===== config.mk =====
export PLATFORM = sky130hd
export DESIGN_NAME = fetch_unit
export DESIGN_NICKNAME = d
export VERILOG_FILES = /design/src/rtl/cpu_pkg.sv /design/src/rtl/fetch_perf_counter.sv /design/src/rtl/fetch_unit.sv
export SDC_FILE = /design/constraint.sdc
export NUM_CORES = 1
export LEC_CHECK = 0
export BUFFER_PORTS_ARGS = -buffer_cell sky130_fd_sc_hd__buf_2
export CAP_MARGIN = 20
export CORE_MARGIN = 2
export CORE_UTILIZATION = 46
export DETAILED_ROUTE_END_ITERATION = 12
export GPL_TIMING_DRIVEN = 0
export PLACE_DENSITY_LB_ADDON = 0.25
export SETUP_SLACK_MARGIN = 0.3
export SYNTH_ARGS = -nofsm -noshare
export SYNTH_HDL_FRONTEND = slang
export SYNTH_SLANG_ARGS = --single-unit

===== constraint.sdc =====
create_clock -name clk -period 3 [get_ports clk]
set_input_delay 0.9 -clock clk [delete_from_list [all_inputs] [get_ports clk]]
set_output_delay 0.9 -clock clk [all_outputs]
set_load 0.01 [all_outputs]

===== src/rtl/cpu_pkg.sv =====
`default_nettype none
// +------------------------------------------------------------------+
// | cpu_pkg                                                          |
// | Shared types and constants for the multi-cycle CPU front end.    |
// | Rev 1.0 - initial release                                        |
// +------------------------------------------------------------------+
package cpu_pkg;

  localparam int          INSTR_W          = 32;
  localparam logic [31:0] PC_INC           = 32'd4;
  localparam logic [31:0] DEFAULT_RESET_PC = 32'h0000_0000;

  typedef enum logic [1:0] {
    FS_BOOT   = 2'd0,
    FS_FETCH  = 2'd1,
    FS_ISSUE  = 2'd2,
    FS_HALTED = 2'd3
  } fetch_state_t;

endpackage
`default_nettype wire


===== src/rtl/fetch_perf_counter.sv =====
`default_nettype none
// +------------------------------------------------------------------+
// | fetch_perf_counter                                               |
// | Retired-instruction and memory-wait-cycle counters (wrapping).   |
// | Rev 1.0 - initial release                                        |
// +------------------------------------------------------------------+
module fetch_perf_counter
  import cpu_pkg::*;
(
  input  logic               clk,
  input  logic               rst,
  input  logic               retire,
  input  logic               wait_cycle,
  output logic [INSTR_W-1:0] instr_count,
  output logic [INSTR_W-1:0] fetch_wait_count
);

  logic [INSTR_W-1:0] r_instr_count;
  logic [INSTR_W-1:0] r_wait_count;

  always_ff @(posedge clk or posedge rst) begin
    if (rst) begin
      r_instr_count <= '0;
      r_wait_count  <= '0;
    end else begin
      if (retire)
        r_instr_count <= r_instr_count + 1'b1;
      if (wait_cycle)
        r_wait_count <= r_wait_count + 1'b1;
    end
  end

  assign instr_count      = r_instr_count;
  assign fetch_wait_count = r_wait_count;

endmodule
`default_nettype wire


===== src/rtl/fetch_unit.sv =====
`default_nettype none
// +------------------------------------------------------------------+
// | fetch_unit                                                       |
// | PC holder and req/ack instruction fetch FSM with halt handling.  |
// | Optional counters when FETCH_PERF_EN is defined.                 |
// | Rev 1.0 - initial release                                        |
// +------------------------------------------------------------------+
module fetch_unit
  import cpu_pkg::*;
#(
  parameter logic [31:0] RESET_PC = DEFAULT_RESET_PC
) (
  input  logic               clk,
  input  logic               rst,
  input  logic               stall,
  input  logic               halt,
  input  logic               goto,
  input  logic [31:0]        new_addr,
  output logic               imem_req,
  output logic [31:0]        imem_addr,
  input  logic               imem_ack,
  input  logic [INSTR_W-1:0] imem_rdata,
  output logic [INSTR_W-1:0] IR,
  output logic [31:0]        PC,
  output logic [31:0]        PC_plus_1,
  output logic               ir_valid,
  output logic               halted
`ifdef FETCH_PERF_EN
  ,
  output logic [31:0]        instr_count,
  output logic [31:0]        fetch_wait_count
`endif
);

  fetch_state_t       r_state;
  logic [31:0]        r_pc;
  logic [INSTR_W-1:0] r_ir;
  logic [31:0]        w_pc_next_seq;
  logic [31:0]        w_redirect;

  assign w_pc_next_seq = r_pc + PC_INC;
  // Masking keeps the PC word aligned whatever the redirect target.
  assign w_redirect    = new_addr & 32'hFFFF_FFFC;

  always_ff @(posedge clk or posedge rst) begin
    if (rst) begin
      r_state <= FS_BOOT;
      r_pc    <= RESET_PC & 32'hFFFF_FFFC;
      r_ir    <= '0;
    end else begin
      case (r_state)
        FS_BOOT:  r_state <= FS_FETCH;
        FS_FETCH: begin
          if (imem_ack) begin
            r_ir    <= imem_rdata;
            r_state <= FS_ISSUE;
          end
        end
        FS_ISSUE: begin
          if (!stall) begin
            if (halt) begin
              r_state <= FS_HALTED;
            end else if (goto) begin
              r_pc    <= w_redirect;
              r_state <= FS_FETCH;
            end else begin
              r_pc    <= w_pc_next_seq;
              r_state <= FS_FETCH;
            end
          end
        end
        FS_HALTED: r_state <= FS_HALTED;
        default:   r_state <= FS_BOOT;
      endcase
    end
  end

  assign imem_req  = (r_state == FS_FETCH);
  assign ir_valid  = (r_state == FS_ISSUE);
  assign halted    = (r_state == FS_HALTED);
  assign imem_addr = r_pc;
  assign PC        = r_pc;
  assign PC_plus_1 = w_pc_next_seq;
  assign IR        = r_ir;

`ifdef FETCH_PERF_EN
  logic w_retire;
  logic w_wait_cycle;

  assign w_retire     = (r_state == FS_ISSUE) && !stall;
  assign w_wait_cycle = (r_state == FS_FETCH) && !imem_ack;

  fetch_perf_counter u_perf (
    .clk              (clk),
    .rst              (rst),
    .retire           (w_retire),
    .wait_cycle       (w_wait_cycle),
    .instr_count      (instr_count),
    .fetch_wait_count (fetch_wait_count)
  );
`endif

endmodule
`default_nettype wire


==> flow_summary.yaml <==
floorplanning:
  dieHeight_um: 96.70
  pin_count: 201
  initial_utilization: 0.4786
  dieArea_um2: 9350
  die_w_um: 96.70
  num_rows: 33
  coreArea_um2: 8258
cells_and_area:
  layout-drive-gt1-share: 0.5906
  diodes: 0
  final_cells: 806
  area_delta_synth_final_pct: 56.98
  final_core_util: 0.7514
  stdcell_area_um2: 6205
  nets: 767
global_routing:
  use_met1: 0.3403
  use_met2: 0.4893
  busiest_layer: "met2"
  grt_overflow: 0
  grt_pass1_wl_um: 21290
  grt_max_degree: 34
  use_met3: 0.06720
  track_usage: 0.2798
  antenna_found_initial: 0
  grt_pass1_vias: 4352
drt:
  dr.pass1.iters: 7
  dr_total_vias: 4477
  drt-total-wl_um: 14120
  avgRoutedWirePerCell_um: 17.52
  drtIter0Drc: 376
  antenna_left: 0
  avgViaCountPerCell: 5.555
  drc: 0
place:
  placed_cell_area_um2: 5099
  place.gp.congestion: 0.9189
  dpl_worst_slack_ns: -0.2021
  placed_cells: 728
  hpwl_um: 8982
  portBuffers: 192
cts:
  path_clk_slew_ns: 0.08
  cts_max_level: 3
  clock_latency_ns: 0.35
  root_buffer: "clkbuf_8"
  clockBufferDepth: 2
  clock_sinks: 64
  cts_tree: "yes"
  cts_buffers: 9
  cts_hold_buf: 0
synthesis:
  yosysMostFrequentCell: "dfrtp_1"
  ys_async_sr_fraction: 1.000
  synth_edf_count: 0
  muxShareOfSynthArea: 0.09877
  synth_top_area_cell: "dfrtp_1"
  ys_seq_area_frac: 0.4052
  yosys_most_used_dff: "dfrtp_1"
  synth_seq_cells: 64
  synth_top_family_by_area: "simple AND/OR/NAND/NOR gates"
  synth_top_area_share: 0.4052
  synthSimpleGateAreaFrac: 0.1823
  synthXorXnorAreaFrac: 0.05983
  synthCells: 425
  synth_adder_area_share: 0.003166
  yosys-top-cells-count: "dfrtp_1, buf_4, mux2_2"
  syn-cell-area_um2: 3953
  yosys_warnings: 0
  syn-mean-instance-area_um2: 9.300
  yosys-top-cells-area: "dfrtp_1, mux2_2, buf_4"
  synth-compound-area-share: 0.1352
  ys_types: 50
sta:
  slew_viol_final: 0
  min_period_over_period: 0.9925
  grt_setup_unrepaired: "true"
  setup_viol: 0
  worst_slack_ns: 0.02247
  max_freq_ghz: 0.3358
  max-slew-margin-rel: 0.5591
  tightestPinTransition_ns: 0.6604
  hold_viol: 0
  fin_crit_ns: 2.978
  finalClockSkew_ns: 0.01363
power:
  p_leak_nw: 3.105
  ir_drop_v: 0.0002201
  power.density_nw_per_um2: 376.0
setup_path:
  r2r-end: "PC[5]"
  ff2ff_path_depth: 5
  required_ns: 2.10
  reg2reg_slack_ns: 0.86
  critPathKind: "reg2out"
  r2r-start: "r_state[0]"
  crit_arrival_ns: 2.08
  startpoint: "PC[9]"
  start_kind: "flop"
  endpoint: "PC_plus_1[20]"
  cp-end-kind: "output pin"
  crit_fanout: 5
job:
  cap_viol_max_count: 0
hold_path:
  hold_path.class: "reg2reg"
outcome:
  status: "finished clean"
## cells by family after synthesis
| group | after synthesis |
|---|---|
| and+or+nand+nor | 139 |
| buffers and inverters | 81 |
| DFF | 64 |
| muxes | 35 |
| adders and majority gates | 1 |
| AOI/OAI and AO/OA | 77 |
| xor gates and xnor gates | 27 |
| other | 1 |
## cell usage in the layout (no fill, tap or decap), drive strengths merged, types with 8 or more instances in the layout
| cell | n |
|---|---|
| nor3 | 21 |
| mux2 | 32 |
| xor2 | 10 |
| clkbuf | 26 |
| a31oi | 11 |
| and3 | 9 |
| buf | 304 |
| nor2 | 25 |
| inv | 17 |
| nand3 | 29 |
| o21ai | 18 |
| nand2 | 23 |
| nand4 | 9 |
| xnor2 | 17 |
| a21oi | 10 |
| a311o | 8 |
| dfrtp | 64 |
## stage by stage
step	power, mW	setup TNS, ns	hold WS (ns)
after CTS	2.313	0	0.5085
after global placement	1.552	-23.85	0.4805
after floorplan	1.327	0	0.5360
after detailed placement	1.577	-0.5481	0.4916
final	2.333	0	0.5035
after global routing	2.438	-0.1628	0.5196
## repair_timing
| item | CTS | global route |
|---|---|---|
| resized for setup | 81 | 27 |
| endpoints found under the setup margin | 23 | 24 |
| pin swaps | 21 | 21 |
| hold endpoints to repair | 0 | 0 |
| cloned | 1 | 0 |
| setup buffers | 48 | 13 |
## critical path, cell delays in order (launching register included)
cell and delay, ns:
dfrtp_1 0.38, buf_6 0.11, nand4_1 0.11, buf_6 0.15, or4_4 0.48, nor3_2 0.16
xor2_1 0.18, buf_2 0.16
## per-layer routing
| layer | wire length, µm | up-vias | share of wire |
|---|---|---|---|
| li1 | - | 2036 | - |
| met1 | 5471 | 2117 | 0.39 |
| met2 | 6992 | 287 | 0.50 |
| met3 | 1372 | 37 | 0.097 |
| met4 | 281 | 0 | 0.020 |
| met5 | 0 | - | 0 |
## sequential cells by signal, summed over array words and instances (netlist names)
name,cells
r_state,2
PC,30
IR,32
## worst min-delay path by stage
stage | cells after the start | slack (ns) | from | endpoint
after floorplan | 2 | 0.54 | r_state[0] | r_state[1]
after global placement | 1 | 0.48 | IR[6] | IR[6]
after detailed placement | 1 | 0.49 | IR[6] | IR[6]
after CTS | 1 | 0.51 | IR[1] | IR[1]
after global routing | 1 | 0.52 | IR[12] | IR[12]
final | 1 | 0.50 | IR[1] | IR[1]
## where the power goes
| group | internal [mW] | switching, mW | total (mW) |
|---|---|---|---|
| registers | 0.968 | 0.0635 | 1.03 |
| clock network | 0.323 | 0.369 | 0.692 |
| logic | 0.305 | 0.305 | 0.610 |
| total | 1.60 | 0.738 | 2.33 |
## cell type report
type	instances	area, µm²
clock buffer	10	137.6
multi-input combinational	285	2278
tap	105	131.4
buffer	65	460.4
fill	591	2053
timing repair buffer	255	1470
inverter	16	60.06
sequential	64	1623
clock inverter	6	43.79
Note: power is estimated with default switching activity, not from simulation.
